<file path="config.mk">
export PLATFORM = sky130hd
export DESIGN_NAME = pp_packer
export DESIGN_NICKNAME = d
export VERILOG_FILES = /design/src/rtl/pp_pkg.sv /design/src/rtl/pp_out_slot.sv /design/src/rtl/pp_packer.sv
export SDC_FILE = /design/constraint.sdc
export NUM_CORES = 1
export LEC_CHECK = 0
export BUFFER_PORTS_ARGS = -buffer_cell sky130_fd_sc_hd__buf_2
export CORE_MARGIN = 2
export CORE_UTILIZATION = 59
export DETAILED_ROUTE_END_ITERATION = 16
export GPL_ROUTABILITY_DRIVEN = 0
export PLACE_DENSITY = 0.8
export SYNTH_ARGS = -nofsm -noshare
export SYNTH_HDL_FRONTEND = slang
export SYNTH_SLANG_ARGS = --single-unit
export TNS_END_PERCENT = 20
</file>
<file path="constraint.sdc">
create_clock -name clk -period 4.3 [get_ports clk]
set_input_delay 0.645 -clock clk [delete_from_list [all_inputs] [get_ports clk]]
set_output_delay 0.645 -clock clk [all_outputs]
set_load 0.05 [all_outputs]
</file>
<file path="src/rtl/pp_pkg.sv">
// Shared types and helpers for the pp_packer byte-to-word packer.
package pp_pkg;

  typedef logic [7:0] byte_t;

  // Width of the fill counter; never narrower than one bit.
  function automatic int unsigned cnt_width(input int unsigned nbyte);
    int unsigned w;
    w = $clog2(nbyte);
    return (w < 1) ? 1 : w;
  endfunction

  // Physical byte lane for the k-th accepted byte of a word.
  function automatic int unsigned lane_idx(input int unsigned k, input int unsigned nbyte,
                                           input bit lsb_first);
    return lsb_first ? k : (nbyte - 1 - k);
  endfunction

endpackage

</file>
<file path="src/rtl/pp_out_slot.sv">
// Single-entry valid/ready output register. A load always wins over a drain
// on the same edge, so back-to-back words leave no bubble.
module pp_out_slot #(
  parameter int unsigned WIDTH = 32
) (
  input  logic             clk,
  input  logic             rst,
  input  logic             load,
  input  logic [WIDTH-1:0] ldata,
  input  logic             oready,
  output logic             ovalid,
  output logic [WIDTH-1:0] data,
  output logic             free
);

  // Slot can take a new word when empty or being drained this cycle.
  assign free = !ovalid || oready;

  // Hold the word until the consumer takes it; clear on drain.
  always_ff @(posedge clk or negedge rst) begin
    if (!rst) begin
      ovalid <= 1'b0;
      data   <= '0;
    end else if (load) begin
      ovalid <= 1'b1;
      data   <= ldata;
    end else if (ovalid && oready) begin
      ovalid <= 1'b0;
      data   <= '0;
    end
  end

endmodule

</file>
<file path="src/rtl/pp_packer.sv">
// Packs NBYTE consecutive accepted bytes into one word on a valid/ready output.
// Optional feature macro: PP_PACKER_FLUSH_EN adds iflush (early end of word)
// and okeep (per-lane valid mask).
module pp_packer
  import pp_pkg::*;
#(
  parameter int unsigned NBYTE     = 4,
  parameter bit          LSB_FIRST = 1'b1
) (
  input  logic               clk,
  input  logic               rst,
  input  logic               ivalid,
  output logic               iready,
  input  byte_t              idata,
  output logic               ovalid,
  input  logic               oready,
`ifdef PP_PACKER_FLUSH_EN
  input  logic               iflush,
  output logic [NBYTE-1:0]   okeep,
`endif
  output logic [8*NBYTE-1:0] odata
);

  localparam int unsigned CW = cnt_width(NBYTE);
  localparam int unsigned WW = 8 * NBYTE;
`ifdef PP_PACKER_FLUSH_EN
  localparam int unsigned SW = WW + NBYTE;
`else
  localparam int unsigned SW = WW;
`endif

  logic [CW-1:0] cnt_q;
  logic [WW-1:0] asm_q;
  logic [WW-1:0] asm_ins;
  logic          last_byte;
  logic          is_final;
  logic          accept;
  logic          load;
  logic          slot_free;
  logic [SW-1:0] slot_ld;
  logic [SW-1:0] slot_q;

  assign last_byte = (cnt_q == CW'(NBYTE - 1));
`ifdef PP_PACKER_FLUSH_EN
  assign is_final  = last_byte || iflush;
`else
  assign is_final  = last_byte;
`endif

  // Only a word-closing byte can stall, and only when the slot cannot take it.
  assign iready = !is_final || slot_free;
  assign accept = ivalid && iready;
  assign load   = accept && is_final;

  // Assembly contents with the current byte merged into its lane.
  always_comb begin
    asm_ins = asm_q;
    asm_ins[8*lane_idx(32'(cnt_q), NBYTE, LSB_FIRST) +: 8] = idata;
  end

`ifdef PP_PACKER_FLUSH_EN
  logic [NBYTE-1:0] keep_ins;

  // Lanes 0..cnt (in arrival order) are filled once this byte lands.
  always_comb begin
    keep_ins = '0;
    for (int unsigned k = 0; k < NBYTE; k++) begin
      keep_ins[lane_idx(k, NBYTE, LSB_FIRST)] = (k <= 32'(cnt_q));
    end
  end

  assign slot_ld        = {keep_ins, asm_ins};
  assign {okeep, odata} = slot_q;
`else
  assign slot_ld = asm_ins;
  assign odata   = slot_q;
`endif

  // Fill counter and assembly register; both restart after a word closes.
  always_ff @(posedge clk or negedge rst) begin
    if (!rst) begin
      cnt_q <= '0;
      asm_q <= '0;
    end else if (accept) begin
      if (is_final) begin
        cnt_q <= '0;
        asm_q <= '0;
      end else begin
        cnt_q <= cnt_q + 1'b1;
        asm_q <= asm_ins;
      end
    end
  end

  pp_out_slot #(
    .WIDTH(SW)
  ) u_slot (
    .clk   (clk),
    .rst   (rst),
    .load  (load),
    .ldata (slot_ld),
    .oready(oready),
    .ovalid(ovalid),
    .data  (slot_q),
    .free  (slot_free)
  );

endmodule

</file>
# Word level (Yosys, flattened, before mapping)
# Index checks and enable logic that the tools add are counted.
# W data, S select, Z words.
# word_totals
regBits,67
# op_classes
add_sub_neg,2
eq_ne,1
shift,2
n_mux,7
reduce_logical,8
# op_table
cell,n
$mux W32,3
$neg A5 Y34,1
$shift A8 B34 Y32 const A,1
$shiftx A8 B34 Y32,1
$bwmux W32,1
$logic_and A1 B1 Y1,3
$add A2 B1 Y2 const B,1
$eq A2 B2 Y1 const B,1
$logic_not A1 Y1,2
$logic_or A1 B1 Y1,2
$mux W1,2
$mux W2,1
$reduce_bool A2 Y1,1

# Logic depth before layout (Yosys ltp)
# Gate-level depths: netlist of the first run.
# logic_depth
word_depth,6
ltp_mapped,8

# Modules after synthesis
# A second synthesis of the first run with hierarchy kept.
# hier_totals
cells_unflattened,327
area_unflattened_um2,3372.0
# modules_own_cells
module,n_inst,cells_per_inst,area_per_inst_um2,seq_area_each_um2
pp_packer,1,217,1961.9,850.8
pp_out_slot,1,110,1410.1,825.8

# Worst setup path after synthesis of the first run
# Ideal clock, no wire load.
# synth_timing
kind,register to register
start,reg u_slot.ovalid
end,reg cnt_q[1]
setup_ns,0.128
arrival_time_ns,1.903
required_ns,4.172
setup_slack_ns,2.270
path_stages_with_launch,4
n_path_buf,0
cell_sequence,dfrtp_1 -> nand3b_1 -> nand2_1 -> mux2_1
# synth_via
elab_chain_len,4
# synth_lines
element,line,rtl
start: declaration,pp_out_slot.sv:11,"output logic ovalid,"
start signal: assignment,pp_out_slot.sv:22,ovalid <= 1'b0;
start signal: assignment,pp_out_slot.sv:25,ovalid <= 1'b1;
start signal: assignment,pp_out_slot.sv:28,ovalid <= 1'b0;
$logic_not A1 Y1,pp_out_slot.sv:17,assign free = !ovalid || oready;
$logic_or A1 B1 Y1,pp_out_slot.sv:17,
$logic_or A1 B1 Y1,pp_packer.sv:51,assign iready = !is_final || slot_free;
via iready,pp_packer.sv:13,"output logic iready,"
$logic_and A1 B1 Y1,pp_packer.sv:52,assign accept = ivalid && iready;
end signal: assignment,pp_packer.sv:89,cnt_q <= cnt_q + 1'b1;
end: declaration,pp_packer.sv:32,logic [CW-1:0] cnt_q;
# The timed path passes the listed nets, and every way through them passes these cells.
# A chain may end at the register's enable or synchronous reset.

# Worst setup path in the final report of the first run
# layout_timing
start,reg cnt_q[0]
end,out iready
# layout_via
elab_chain_len,3
# layout_lines
element,line,rtl
$eq A2 B2 Y1,pp_packer.sv:43,assign last_byte = (cnt_q == CW'(NBYTE - 1));
$logic_not A1 Y1,pp_packer.sv:51,
$logic_or A1 B1 Y1,pp_packer.sv:51,
end: declaration,pp_packer.sv:13,
# Every way passes these cells.

==> reports/qor.txt, run 1 <==
vias in the first global route: 1848
Cells after Synth: 213
Hold WC Path Type: input pin to asynchronous set/reset pin
die area: 0.00501 sq mm
CTS tree: built
Mapped Nets: 230
H-Tree Depth: 3
Post-Synth Adder-Cell Area: 2.38%
Final min period: 2500 ps
Antenna Nets Post-Route: 0
share of the synthesized area in the top cell type: 56.1%
setup TNS: 0 ps
syn avg cell area: 12.4 sq um
achievable clock frequency: 400 MHz
Worst-Skew Late Latency: 320 ps
first-pass GRT wire length: 9.65 mm
CP Capture Type: primary output
Remaining DRCs: 0
Pwr Density: 858 mW/mm^2
Final Hold Vio Count: 0
largest family of logic cells by synthesized area: compound AO/OA/AOI/OAI gates
Post-CTS Setup Inserts: 0
via count: 1970
Initial DRC Count: 182
Top-Level Pins: 46
asr flop ratio synth: 100%
CTS Sinks: 59
Gates resized, CTS repair: 0
DP Wirelength: 3.75 mm
worst setup path class: register to primary output
Multi-input gate area: 0.00106 sq mm
core area: 0.00432 sq mm
CP Launch Type: register
RSZ-0062 raised after global routing: no
die extent in x: 70.8 um
leakage power: 1.50 nW
1st-pass router iterations: 4
WL final: 5.83 mm
Initial Utilization: 60.9%
initial antenna violation count: 0
Vias/cell: 6.35
Cell variety after synth: 31
root buffer cell: clkbuf_8
post-synthesis mux area share: 0.808%
GRT Residual Overflow: 0
Register Area: 0.00148 sq mm
Max Cap Violations: 0
#FFs+latches synth: 59
Synth Cell Area: 0.00263 sq mm
complex-gate fraction of the synthesized area: 25.6%
# nets final: 271
dominant cells by area after synthesis: dfrtp_1 (56%), a22o_1 (9.3%), o2bb2ai_1 (8.3%)
Final Max Tran Viols: 0
Final Setup Violations: 0
Synth Area in Simple Gates: 11.6%
diode count: 0
cell with the most instances after synthesis: dfrtp_1
post-synthesis sequential area ratio: 56.1%
relative slew slack: 23.5%
crit path max fanout: 11
port bufs: 45
Max Clock Skew: 6.99 ps
Final Cycle Share: 58.1%
post-synth top area cell: dfrtp_1
total CTS buffers: 9
Yosys warnings: 0
commonest register cell after synthesis: dfrtp_1
clock slew at reported path FFs: 60 ps
EDFF count, synth: 0
WL per Instance: 18.8 um
number of core rows: 24
XOR/XNOR Fraction of Synth Area: 0%
Slew @ Worst Pin: 1150 ps
status: completed
# hold bufs at CTS: 0
share of layout cells above drive strength 1: 24.8%
CP required: 3650 ps
Synth top cells by count: dfrtp_1 (59), a22o_1 (28), o2bb2ai_1 (25)
total track usage: 25.2%
CTS max path bufs: 2
Fill cells: 325
die height: 70.8 um
Core Util, Final: 70.7%
CP arrival: 1850 ps
largest net degree at the start of global routing: 60
VDD IR max: 0.387 mV
Area Growth Syn to Fin: 16.1%
state kept, by name, summed over array words and instances, names as in the netlist:
name           cells
u_slot.data       32
asm_q             24
cnt_q              2
u_slot.ovalid      1
critical path, stage by stage (launching register included):
cell      delay (ps)
dfrtp_1          570
ha_1             390
nand3b_1         270
buf_2            300
layout by cell type (no fill, tap or decap):
cell / synthesis / layout
dfrtp_1: 59 / 59
nor2_1: 2 / 2
buf_2: 6 / 45
a21o_1: 1 / 1
clkbuf_8: 0 / 13
a31oi_1: 23 / 23
nand2_1: 4 / 4
ha_1: 5 / 5
mux2i_1: 1 / 1
bufinv_16: 0 / 1
mux2_1: 1 / 1
a2111oi_0: 1 / 1
nand2b_1: 3 / 3
nand3_1: 1 / 1
o21a_1: 1 / 1
and4bb_2: 1 / 1
nand3b_1: 1 / 1
clkbuf_1: 7 / 1
o211ai_1: 3 / 3
and2_1: 1 / 1
nor4_4: 1 / 1
nor2_2: 1 / 1
a32o_1: 2 / 2
nor3b_4: 1 / 1
a22o_1: 28 / 28
and3b_1: 1 / 1
o2bb2ai_1: 25 / 25
nor2b_1: 24 / 24
inv_1: 2 / 2
and3_1: 3 / 3
buf_4: 1 / 1
nand4b_1: 1 / 1
logic make-up after synthesis:
| kind of cell | after synthesis |
|---|---|
| compound gates | 84 |
| flops | 59 |
| simple gates | 45 |
| buf+inv | 18 |
| fa+ha+maj | 5 |
| mux | 2 |
final cells by class:
cell class	instances	area share (%)
Tap cell	52	2.13
Multi-Input combinational cell	136	34.8
Clock buffer	14	5.97
Timing Repair Buffer	46	7.61
Clock inverter	1	0.982
Inverter	2	0.245
Sequential cell	59	48.3
routing by layer:
layer,up-vias,share of wire [%],track usage (%)
li1,900,-,-
met1,989,46,39.2
met4,0,1.3,11.3
met2,76,45,34.5
met5,-,0,0
met3,5,7.1,4.56
power by group:
group / switching, W / internal, W / leakage [nW]
sequential: 0.000122 / 0.000750 / 0.810
combinational: 0.000859 / 0.000359 / 0.584
clock: 0.000206 / 0.000328 / 0.109
total: 0.00119 / 0.00144 / 1.50
stage by stage:
step                total power (W)  worst slack (ps)  hold slack, ps  cell area, sq um  cells
finish                      0.00262              1800             467              3060    310
global route                0.00277              1670             496              3060    310
floorplan                   0.00184              2270             349              2630    213
detailed placement          0.00210              1950             462              2850    295
CTS                         0.00264              1810             477              3060    310
global placement            0.00207              2040             454              2850    295
final timing paths:
check	startpoint	end	slack, ps	depth (start not counted)
max in group asynchronous	rst	asm_q[17]	3360	2
max reg2reg	cnt_q[0]	u_slot.data[18]	1980	4
min in group clk	u_slot.data[14]	u_slot.data[14]	470	1
max	cnt_q[0]	iready	1800	3
min	rst	u_slot.data[4]	470	2
min reg2reg	u_slot.data[14]	u_slot.data[14]	470	1
(Power assumes the default switching activity.)
==> run 2, diff against run 1 <==
--- a/config.mk
+++ b/config.mk
@@ -5,12 +5,13 @@
 export SDC_FILE = /design/constraint.sdc
 export NUM_CORES = 1
 export LEC_CHECK = 0
+export ABC_AREA = 1
 export BUFFER_PORTS_ARGS = -buffer_cell sky130_fd_sc_hd__buf_2
 export CORE_MARGIN = 2
-export CORE_UTILIZATION = 59
+export CORE_UTILIZATION = 50
 export DETAILED_ROUTE_END_ITERATION = 16
 export GPL_ROUTABILITY_DRIVEN = 0
-export PLACE_DENSITY = 0.8
+export PLACE_DENSITY = 0.72
 export SYNTH_ARGS = -nofsm -noshare
 export SYNTH_HDL_FRONTEND = slang
 export SYNTH_SLANG_ARGS = --single-unit
==> constraint.sdc (replaced) <==
create_clock -name clk -period 2.2 [get_ports clk]
set_input_delay 0.33 -clock clk [delete_from_list [all_inputs] [get_ports clk]]
set_output_delay 0.33 -clock clk [all_outputs]
set_load 0.05 [all_outputs]
==> reports/qor.txt, run 2 <==
status: completed
Register Area: 0.00148 sq mm
Cell variety after synth: 18
vias in the first global route: 2336
WL final: 6.44 mm
number of core rows: 27
Remaining DRCs: 0
Synth Cell Area: 0.00279 sq mm
VDD IR max: 0.685 mV
dominant cells by area after synthesis: dfrtp_1 (53%), nand2_1 (24%), nand3_1 (10%)
die height: 78.8 um
post-route insts no fill: 481
cell with the most instances after synthesis: nand2_1
#FFs+latches synth: 59
Flop pwr share: 35.1%
Max Cap Violations: 0
r2r setup slk: 320 ps
CP required: 2480 ps
Max Clock Skew: 7.87 ps
syn avg cell area: 7.80 sq um
Post-CTS Setup Inserts: 0
Pwr Density: 1460 mW/mm^2
clock slew at reported path FFs: 70 ps
Most flops, register: u_slot.data
die extent in x: 78.8 um
Mapped Nets: 375
asr flop ratio synth: 100%
CP arrival: 2160 ps
1st-pass router iterations: 4
worst setup path class: register to register
RR Endpoint: u_slot.data[5]
GRT Residual Overflow: 0
commonest register cell after synthesis: dfrtp_1
share of the synthesized area in the top cell type: 52.8%
diode count: 0
post-synth top area cell: dfrtp_1
Worst Hold Launch: idata[7]
Initial DRC Count: 181
first-pass GRT wire length: 11.0 mm
EDFF count, synth: 0
post-synthesis sequential area ratio: 52.8%
Antenna Nets Post-Route: 0
Synth top cells by count: nand2_1 (177), dfrtp_1 (59), nand3_1 (57)
placed insts: 464
Top-Level Pins: 46
placed inst area: 0.00308 sq mm
clock network fraction of total power: 18.3%
initial antenna violation count: 0
setup TNS: 0 ps
total CTS buffers: 9
port bufs: 45
Fill cells: 509
share of layout cells above drive strength 1: 17.6%
Comb power frac: 46.6%
WHS Endpoint: u_slot.data[31]
Initial Utilization: 51.4%
Final Hold Vio Count: 0
Final Cell Area: 0.00326 sq mm
DP Wirelength: 4.24 mm
total track usage: 23.3%
internal power: 0.00248 W
Gates resized, CTS repair: 0
# nets final: 421
die area: 0.00620 sq mm
max reg flops: 32
relative slew slack: 65.6%
Largest regs: u_slot.data x32, asm_q x24, cnt_q x2
fin worst setup slack: 317 ps
largest net degree at the start of global routing: 39
switching share of power: 47.9%
Vias/cell: 5.03
CTS tree: built
Worst R2R Start: cnt_q[0]
via count: 2419
WHS: 269 ps
commonest non-fill, non-tap cell in the layout: nand2_1
Slew @ Worst Pin: 516 ps
Hold WC Path Type: input pin to register
Yosys warnings: 0
Multi-input gate area: 0.00116 sq mm
Final min period: 1880 ps
cell count of the worst hold path: 3
WL per Instance: 13.4 um
Final Cycle Share: 85.6%
achievable clock frequency: 531 MHz
FF-to-FF path depth: 7
root buffer cell: clkbuf_8
CP Capture Type: register
Psw: 0.00228 W
core area: 0.00544 sq mm
Final Setup Violations: 0
Place WS: 325 ps
Worst-Skew Late Latency: 340 ps
CP Launch Type: register
CTS Sinks: 59
H-Tree Depth: 3
commonest cells after routing, fill and taps aside: nand2_1 (177), dfrtp_1 (59), nand3_1 (57), buf_2 (45), inv_1 (16)
leakage power: 1.94 nW
CTS max path bufs: 2
crit path max fanout: 10
RSZ-0062 raised after global routing: no
Cells after Synth: 358
Final Max Tran Viols: 0
Area Growth Syn to Fin: 16.7%
[run 2: cell types whose count changed after synthesis, sizes merged, moves of 3 or more]
cell and change:
a22o -28, a31oi -23, and3 -3, buf +4, clkbuf -4, inv +17
nand2 +174, nand2b -3, nand3 +57, nor2 +9, nor2b -24, o211ai -3
o21bai +8, o2bb2ai -25
[run 2: how the worst max path moves through the flow]
stage,start,endpoint,cells past startpoint
3_3_place_gp,cnt_q[0],u_slot.data[5],7
5_1_grt,cnt_q[0],u_slot.data[15],8
3_5_place_dp,cnt_q[0],u_slot.data[5],7
2_1_floorplan,cnt_q[0],asm_q[2],8
4_1_cts,cnt_q[0],u_slot.data[5],7
6_report,cnt_q[0],u_slot.data[5],7
[run 2: stage by stage]
stage	util, %	power (W)
final	60.0	0.00477
after global routing	60.0	0.00510
after CTS	60.0	0.00481
after detailed placement	56.6	0.00392
after global placement	56.6	0.00387
after floorplan	-	0.00341
[run 2: per-layer routing]
layer	vias up	global-route usage, %	routed length, um
met3	12	5.80	357
met4	0	10.2	102
met1	1130	30.5	3040
met5	-	0	0
met2	67	36.8	2940
li1	1210	-	-
[run 2: area by class of cell]
cell class	instances	share of cell area, %
clock buffers	14	4.99
clock inverters	2	0.307
inverters	20	2.30
multi-input cells	263	35.6
flip-flops and latches	59	45.3
well taps	72	2.76
repair buffers	51	8.75
[run 2: logic make-up (layout without fill, tap and decap cells)]
kind of cell    after synthesis  after routing  synth area share, %
compound gates               10             10                 2.91
flops                        59             59                 52.8
buf+inv                      36             87                 5.55
simple gates                248            248                 36.5
fa+ha+maj                     5              5                 2.24
[run 2: repair_timing]
action                                  CTS  global route
hold buffers                              1             0
hold endpoints to repair                 21             0
endpoints found under the setup margin    0             0
[run 2: power by group through the flow]
stage / Combinational [W] / Clock, W / Sequential [W]
floorplan: 0.000990 / 0 / 0.00242
global placement: 0.00219 / 0 / 0.00168
detailed placement: 0.00222 / 0 / 0.00169
CTS: 0.00223 / 0.000896 / 0.00168
global route: 0.00244 / 0.000941 / 0.00172
finish: 0.00222 / 0.000873 / 0.00167
[run 2: worst max-delay path, cell delays in order, from the launching register on]
cell and delay, ps:
dfrtp_1 440, inv_1 140, ha_1 440, nor2_1 420, nand3_1 150, nand2_1 110, nand2_1 60, nand2_1 70
